### src/rtl/uart_tx_sched.sv
// uart_tx_sched: one 8N1 UART transmitter shared by two byte requesters.
// Round-robin arbitration at every frame boundary, LSB-first serialisation,
// baud counter phase-locked to the start of each frame. All outputs are
// registered so the txd pin never glitches.
module uart_tx_sched #(
  parameter int CLK_DIV = 5208,
  parameter int CNT_W   = 13
) (
  input  logic       clk,
  input  logic       rst,
  input  logic       en,
  input  logic       req0,
  input  logic [7:0] data0,
  output logic       ack0,
  input  logic       req1,
  input  logic [7:0] data1,
  output logic       ack1,
  output logic       txd,
  output logic       busy,
  output logic       src,
  output logic       frame_done
);

  localparam logic [CNT_W-1:0] CNT_LAST = CNT_W'(CLK_DIV - 1);

  typedef enum logic [1:0] {
    IDLE,
    START,
    DATA,
    STOP
  } state_t;

  state_t           state, state_n;
  logic [CNT_W-1:0] cnt, cnt_n;
  logic [2:0]       bit_idx, bit_idx_n;
  logic [7:0]       shreg, shreg_n;
  logic             last_grant, last_grant_n;
  logic             src_n;
  logic             ack0_n, ack1_n;
  logic             txd_n, busy_n, frame_done_n;

  logic             bit_end;
  logic             arb_point;
  logic             grant_valid;
  logic             grant_sel;

  // Arbitration decision: a frame boundary (idle or the final stop-bit
  // cycle) with the enable high and at least one requester waiting.
  // On a tie the requester that was not served last time wins.
  always_comb begin
    bit_end     = (cnt == CNT_LAST);
    arb_point   = (state == IDLE) || ((state == STOP) && bit_end);
    grant_valid = arb_point && en && (req0 || req1);
    grant_sel   = (req0 && req1) ? ~last_grant : req1;
  end

  // Next-state logic for the frame sequencer, the baud counter, the shift
  // register and the arbiter bookkeeping; a grant overrides the normal
  // end-of-frame return to IDLE so back-to-back frames have no gap.
  always_comb begin
    state_n      = state;
    cnt_n        = cnt;
    bit_idx_n    = bit_idx;
    shreg_n      = shreg;
    last_grant_n = last_grant;
    src_n        = src;
    ack0_n       = 1'b0;
    ack1_n       = 1'b0;

    case (state)
      IDLE: begin
        cnt_n = '0;
      end
      START: begin
        if (bit_end) begin
          state_n   = DATA;
          cnt_n     = '0;
          bit_idx_n = 3'd0;
        end else begin
          cnt_n = cnt + CNT_W'(1);
        end
      end
      DATA: begin
        if (bit_end) begin
          cnt_n     = '0;
          shreg_n   = {1'b0, shreg[7:1]};
          bit_idx_n = bit_idx + 3'd1;
          if (bit_idx == 3'd7) begin
            state_n = STOP;
          end
        end else begin
          cnt_n = cnt + CNT_W'(1);
        end
      end
      STOP: begin
        if (bit_end) begin
          state_n = IDLE;
          cnt_n   = '0;
        end else begin
          cnt_n = cnt + CNT_W'(1);
        end
      end
      default: begin
        state_n = IDLE;
        cnt_n   = '0;
      end
    endcase

    if (grant_valid) begin
      state_n      = START;
      cnt_n        = '0;
      last_grant_n = grant_sel;
      src_n        = grant_sel;
      shreg_n      = grant_sel ? data1 : data0;
      ack0_n       = ~grant_sel;
      ack1_n       = grant_sel;
    end
  end

  // Output values are derived from the next state so that, once registered,
  // they line up exactly with the state they describe.
  always_comb begin
    txd_n = 1'b1;
    case (state_n)
      IDLE:    txd_n = 1'b1;
      START:   txd_n = 1'b0;
      DATA:    txd_n = shreg_n[0];
      STOP:    txd_n = 1'b1;
      default: txd_n = 1'b1;
    endcase
    busy_n       = (state_n != IDLE);
    frame_done_n = (state_n == STOP) && (cnt_n == CNT_LAST);
  end

  // Sequencer, counter, shift register and arbiter state.
  always_ff @(posedge clk) begin
    if (rst) begin
      state      <= IDLE;
      cnt        <= '0;
      bit_idx    <= 3'd0;
      shreg      <= 8'd0;
      last_grant <= 1'b1;
    end else begin
      state      <= state_n;
      cnt        <= cnt_n;
      bit_idx    <= bit_idx_n;
      shreg      <= shreg_n;
      last_grant <= last_grant_n;
    end
  end

  // Registered outputs driving the pin and the requester handshakes.
  always_ff @(posedge clk) begin
    if (rst) begin
      txd        <= 1'b1;
      busy       <= 1'b0;
      src        <= 1'b0;
      ack0       <= 1'b0;
      ack1       <= 1'b0;
      frame_done <= 1'b0;
    end else begin
      txd        <= txd_n;
      busy       <= busy_n;
      src        <= src_n;
      ack0       <= ack0_n;
      ack1       <= ack1_n;
      frame_done <= frame_done_n;
    end
  end

endmodule

### config.mk
export PLATFORM = sky130hd
export DESIGN_NAME = uart_tx_sched
export DESIGN_NICKNAME = d
export VERILOG_FILES = /design/src/rtl/uart_tx_sched.sv
export SDC_FILE = /design/constraint.sdc
export NUM_CORES = 1
export LEC_CHECK = 0
export CAP_MARGIN = 20
export CORE_MARGIN = 2
export CORE_UTILIZATION = 35
export DETAILED_ROUTE_END_ITERATION = 7
export SKIP_CTS_REPAIR_TIMING = 1
export SLEW_MARGIN = 20
export SYNTH_ARGS = -nofsm -noshare
export SYNTH_HDL_FRONTEND = slang
export SYNTH_SLANG_ARGS = --single-unit
export TNS_END_PERCENT = 50
### constraint.sdc
create_clock -name clk -period 3.9 [get_ports clk]
set_input_delay 0.78 -clock clk [delete_from_list [all_inputs] [get_ports clk]]
set_output_delay 0.78 -clock clk [all_outputs]
set_load 0.02 [all_outputs]
# Yosys cells after proc, flatten, opt, wreduce, memory -nomap -nowiden

Cells that the tools add are included.
W data, S select, Z words.

Flip-flop bits (word level): 33
Output and inout bits: 6

Add/sub/neg operators: 2
Equal/unequal tests: 11
Muxes and demuxes: 18
Bitwise operators: 3
Reduce and logical (&&, ||, !) cells: 18

Operators by type and width:

| kind                    | number |
|---|---|
| $mux W8                 | 4 |
| $eq A13 B13 Y1 const B  | 2 |
| $mux W13                | 2 |
| $pmux W13 S2            | 1 |
| $add A13 B1 Y13 const B | 1 |
| $mux W2                 | 5 |
| $eq A2 B2 Y1 const B    | 4 |
| $reduce_bool A2 Y1      | 4 |
| $mux W3                 | 2 |
| $pmux W2 S3             | 1 |
| $pmux W3 S2             | 1 |
| $logic_and A1 B1 Y1     | 5 |
| $eq A2 B1 Y1 const B    | 2 |
| $logic_not A2 Y1        | 2 |
| $ne A2 B2 Y1 const B    | 2 |
| $reduce_or A2 Y1        | 2 |
| $add A3 B1 Y3 const B   | 1 |
| $eq A3 B3 Y1 const B    | 1 |
| $not A1 Y1              | 3 |
| $pmux W1 S3             | 1 |
| $reduce_and A3 Y1       | 1 |
| $reduce_or A3 Y1        | 1 |
| $logic_or A1 B1 Y1      | 2 |
| $reduce_and A2 Y1       | 1 |
| $mux W1                 | 1 |

# Longest topological paths before layout

Depth after elaboration: 9
Depth in mapped cells: 10
Mapped depth without buffers: 10

# Worst setup path after synthesis

No wires, ideal clock.

Path kind: reg2reg
Start: register cnt[8]
End: register frame_done
Arrival: 2.473 ns
Data required time: 3.786 ns
Slack: 1.312 ns
Stages on the path, launching flop included: 11
Path buffers: 1
Path through: dfxtp_1 > buf_6 > or4b_4 > nor4_2 > a311oi_1 > a31o_2 > inv_1 > ha_1 > nor4b_1 > nand4_1 > a2111oi_0

Longest elaborated chain between the ends: 8
Elaborated cells between the ends (all ways): 17

RTL lines:

| item                                                                | line | text |
|---|---|---|
| start: declaration                                                  | 34   | `logic [CNT_W-1:0] cnt, cnt_n;` |
| start signal: assignment                                            | 145  | `cnt <= cnt_n;` |
| $eq A13 B13 Y1 *                                                    | 51   | `bit_end = (cnt == CNT_LAST);` |
| parallel branches: the longest is 4 deep, another holds $pmux W2 S3 | -    |  |
| $mux W2 *                                                           | 109  | `if (grant_valid) begin` |
| net state_n[0]                                                      | 33   | `state_t state, state_n;` |
| $eq A2 B2 Y1 *                                                      | 132  | `frame_done_n = (state_n == STOP) && (cnt_n == CNT_LAST);` |
| $logic_and A1 B1 Y1 *                                               | 132  |  |
| end signal: assignment                                              | 167  | `frame_done <= frame_done_n;` |
| end: declaration                                                    | 21   | `output logic frame_done` |

Mark *: on every way through the listed nets, which the timed path passes.
A chain may end at the register's enable or synchronous reset.

# Worst setup path after layout

Same ends and word-level chain as after synthesis.

==> impl_metrics.py <==
metrics = {
    "run_status": {
        "status": "complete, no violations",
    },
    "logic_synthesis": {
        "ys_seq_area_share_pct": 38.3,
        "synth.distinct_cells": 44,
        "synth.avg_cell_area_um2": 9.07,
        "ys_warn_count": 0,
        "syn_area_mm2": 0.00172,
        "synth_cells": 190,
        "synthArstFlopShare_pct": 0,
        "syn_nets": 218,
        "synth_edf_count": 0,
        "ys_ff_latch": 33,
        "synth-main-ff-cell": "dfxtp_1",
    },
    "layout": {
        "antenna_cells": 0,
        "drive_gt1_share_pct": 9.30,
        "area_growth_pct": 23.8,
        "finalNonFillerCells": 282,
        "layout.nets": 243,
        "nFillCells": 475,
    },
    "sta": {
        "period_minus_slack_ns": 2.87,
        "slew_headroom_pct": 57.5,
        "fin_crit_sh_pct": 73.5,
        "skew_ns": 0.00504,
        "fmax_mhz": 349,
        "rsz0062_at_grt": "no",
        "worstMarginPinSlew_ns": 0.633,
        "finalHoldViolCount": 0,
        "setup_viol": 0,
        "fin_tns_setup_ns": 0,
        "slew_viol_final": 0,
    },
    "power_and_ir_drop": {
        "p_per_area_mw_per_mm2": 350,
        "power_leakage_nw": 0.800,
        "irDropWorstVdd_mv": 0.168,
    },
    "worst_setup_path": {
        "cp.buffers_inverters": 1,
        "startpoint_type": "flop",
        "cp_num_cells": 9,
        "cp_top_family": "simple AND/OR/NAND/NOR gates",
        "r2r_cells": 9,
        "cp_max_fo": 9,
        "cp_slowest_stage_delay_ns": 0.57,
        "crit_path_top_delay_cell": "or4b_4",
        "endpoint": "frame_done$_SDFF_PP0_",
        "crit_path_cell_trace": "or4b_4 -> nor4_2 -> a311oi_1 -> a31o_2 -> inv_1 -> ha_1 -> nor4b_1 -> nand4_1 -> a2111oi_0",
        "required_ns": 4.07,
        "endpoint_kind": "flop",
        "r2r-start": "cnt[8]$_SDFF_PP0_",
        "critical_path_arrival_ns": 3.03,
        "worstReg2RegEnd": "frame_done$_SDFF_PP0_",
        "path_class": "reg2reg",
        "r2r_slack_ns": 1.03,
        "startpoint": "cnt[8]$_SDFF_PP0_",
    },
    "grt": {
        "grt_pass1_vias": 1329,
        "grt_max_degree": 22,
        "busiest_layer": "met2",
        "grtUsageMet1_pct": 18.0,
        "grt_pass1_wl_mm": 5.95,
        "use_met2_pct": 22.0,
        "grt_use_met3_pct": 3.66,
        "grt_usage_pct": 13.9,
        "grt-ovfl-total": 0,
        "grt_antenna_before_repair": 0,
    },
    "worst_hold_path": {
        "hold-path-cell-count": 2,
        "hold_class": "reg2reg",
    },
    "cts": {
        "cts_buffers": 5,
        "numClockSinks": 33,
        "cts_tree": "done",
        "cts_max_path_buffers": 2,
        "htreeDepth": 2,
        "clkTransAtPathRegs_ns": 0.07,
        "cts_root_buffer": "clkbuf_8",
        "clk_latency_ns": 0.28,
    },
    "placement": {
        "dp_hpwl_mm": 2.39,
        "portBuffers": 26,
        "gp_congestion": 0.844,
        "dp.cells": 275,
    },
    "drt": {
        "drc": 0,
        "viasPerCell": 4.89,
        "routedWlPerCell_um": 12.0,
        "wl_mm": 3.37,
        "drt_iter0_drc": 78,
        "routed-via-count": 1380,
        "drtAntennaViolNets": 0,
        "dr.pass1.iters": 4,
    },
    "floorplan": {
        "initial_core_util_pct": 36.5,
        "ioPinCount": 27,
        "die_h_um": 74.2,
        "die_area_mm2": 0.00550,
        "fp-row-count": 25,
        "core_mm2": 0.00472,
        "die_w_um": 74.2,
    },
    "run": {
        "max_cap_violations": 0,
    },
}
==> flip-flops by register name (all words and copies together), names as in the netlist <==
register	cells
bit_idx	3
src	1
shreg	8
ack1	1
cnt	13
busy	1
state	2
txd	1
frame_done	1
ack0	1
last_grant	1
==> area by class of cell <==
| class | instances | area (um^2) | area share (%) |
|---|---|---|---|
| Clock buffer | 5 | 68.8 | 3.22 |
| Clock inverter | 2 | 35.0 | 1.64 |
| Inverter | 6 | 22.5 | 1.06 |
| Multi-Input combinational cell | 139 | 973 | 45.6 |
| Sequential cell | 33 | 661 | 30.9 |
| Tap cell | 67 | 83.8 | 3.93 |
| Timing Repair Buffer | 30 | 290 | 13.6 |
==> cell usage in the layout, fill, tap and decap left out, types with 3 or more instances in the layout <==
cell type        instances
dfxtp_1                 33
clkdlybuf4s50_1         26
nor2_1                  23
a211oi_1                12
nand2_1                 10
nor2b_1                 10
xor2_1                   9
nand3_1                  8
mux2i_1                  8
ha_1                     7
inv_1                    6
a21oi_1                  5
nand4_1                  5
clkbuf_8                 5
buf_4                    4
o211ai_1                 3
nand2b_1                 3
xnor2_1                  3
==> stage by stage <==
step / area, um^2 / setup WS, ns / total power (W) / utilization (%) / hold slack, ns
after floorplan: 1720 / 1.31 / 0.000415 / - / 0.428
after global placement: 2030 / 1.10 / 0.000451 / 43.0 / 0.461
after detailed placement: 2030 / 1.01 / 0.000451 / 43.0 / 0.463
after CTS: 2130 / 1.01 / 0.000760 / 45.2 / 0.478
after global routing: 2130 / 0.775 / 0.000781 / 45.2 / 0.515
final: 2130 / 1.03 / 0.000748 / 45.2 / 0.475
==> where the power goes <==
part / switching [W] / leakage [nW] / internal (W) / total [W]
combinational: 0.0000374 / 0.477 / 0.0000482 / 0.0000856
clock: 0.000120 / 0.0540 / 0.000185 / 0.000305
sequential: 0.00000734 / 0.269 / 0.000350 / 0.000357
==> worst min-delay path, cell delays in order (launching register included) <==
cell	delay, ns
dfxtp_1	0.32
inv_1	0.05
o21ai_1	0.05
==> how the worst min path moves through the flow <==
| stage | from | end | slack (ns) |
|---|---|---|---|
| floorplan | last_grant$_SDFFE_PP1N_ | last_grant$_SDFFE_PP1N_ | 0.43 |
| global placement | cnt[0]$_SDFF_PP0_ | cnt[0]$_SDFF_PP0_ | 0.46 |
| detailed placement | cnt[0]$_SDFF_PP0_ | cnt[0]$_SDFF_PP0_ | 0.46 |
| CTS | cnt[0]$_SDFF_PP0_ | cnt[0]$_SDFF_PP0_ | 0.48 |
| global route | cnt[0]$_SDFF_PP0_ | cnt[0]$_SDFF_PP0_ | 0.51 |
| finish | last_grant$_SDFFE_PP1N_ | last_grant$_SDFFE_PP1N_ | 0.47 |
==> kinds of logic (layout without fill, tap and decap cells) <==
logic type               Yosys count  in the layout  share of synthesized area [%]
XOR/XNOR                          12             12                           6.10
adder cells (fa/ha/maj)            7              7                           5.08
flip-flops                        33             33                           38.3
AND/OR/NAND/NOR                   79             79                           26.5
multiplexers                       9              9                           5.30
AO/OA/AOI/OAI                     32             32                           13.5
buffers and inverters             18             43                           5.22
==> per-layer routing <==
layer  part of all wire, %  vias up
li1                      -      726
met1                    50      626
met2                    45       24
met3                   3.9        4
met4                   1.0        0
met5                     0        -
==> Yosys cell counts (2+ instances only) <==
cell type  number  area (um^2)
nand2b_1        3         18.8
a21oi_1         5         25.0
nand2_1        10         37.5
clkbuf_1        9         33.8
mux2i_1         8         80.1
inv_1           6         22.5
nor2_1         23         86.3
and3b_1         2         17.5
nor2b_1        10         62.6
ha_1            7         87.6
xnor2_1         3         26.3
xor2_1          9         78.8
dfxtp_1        33          661
nand3_1         8         40.0
nand3b_1        2         15.0
a211oi_1       12         90.1
a21o_1          2         15.0
nand4_1         5         31.3
and4_1          2         17.5
or3b_2          2         17.5
nor4_2          2         25.0
o211ai_1        3         22.5
buf_6           3         33.8
Power figures use the tool's default switching activity.
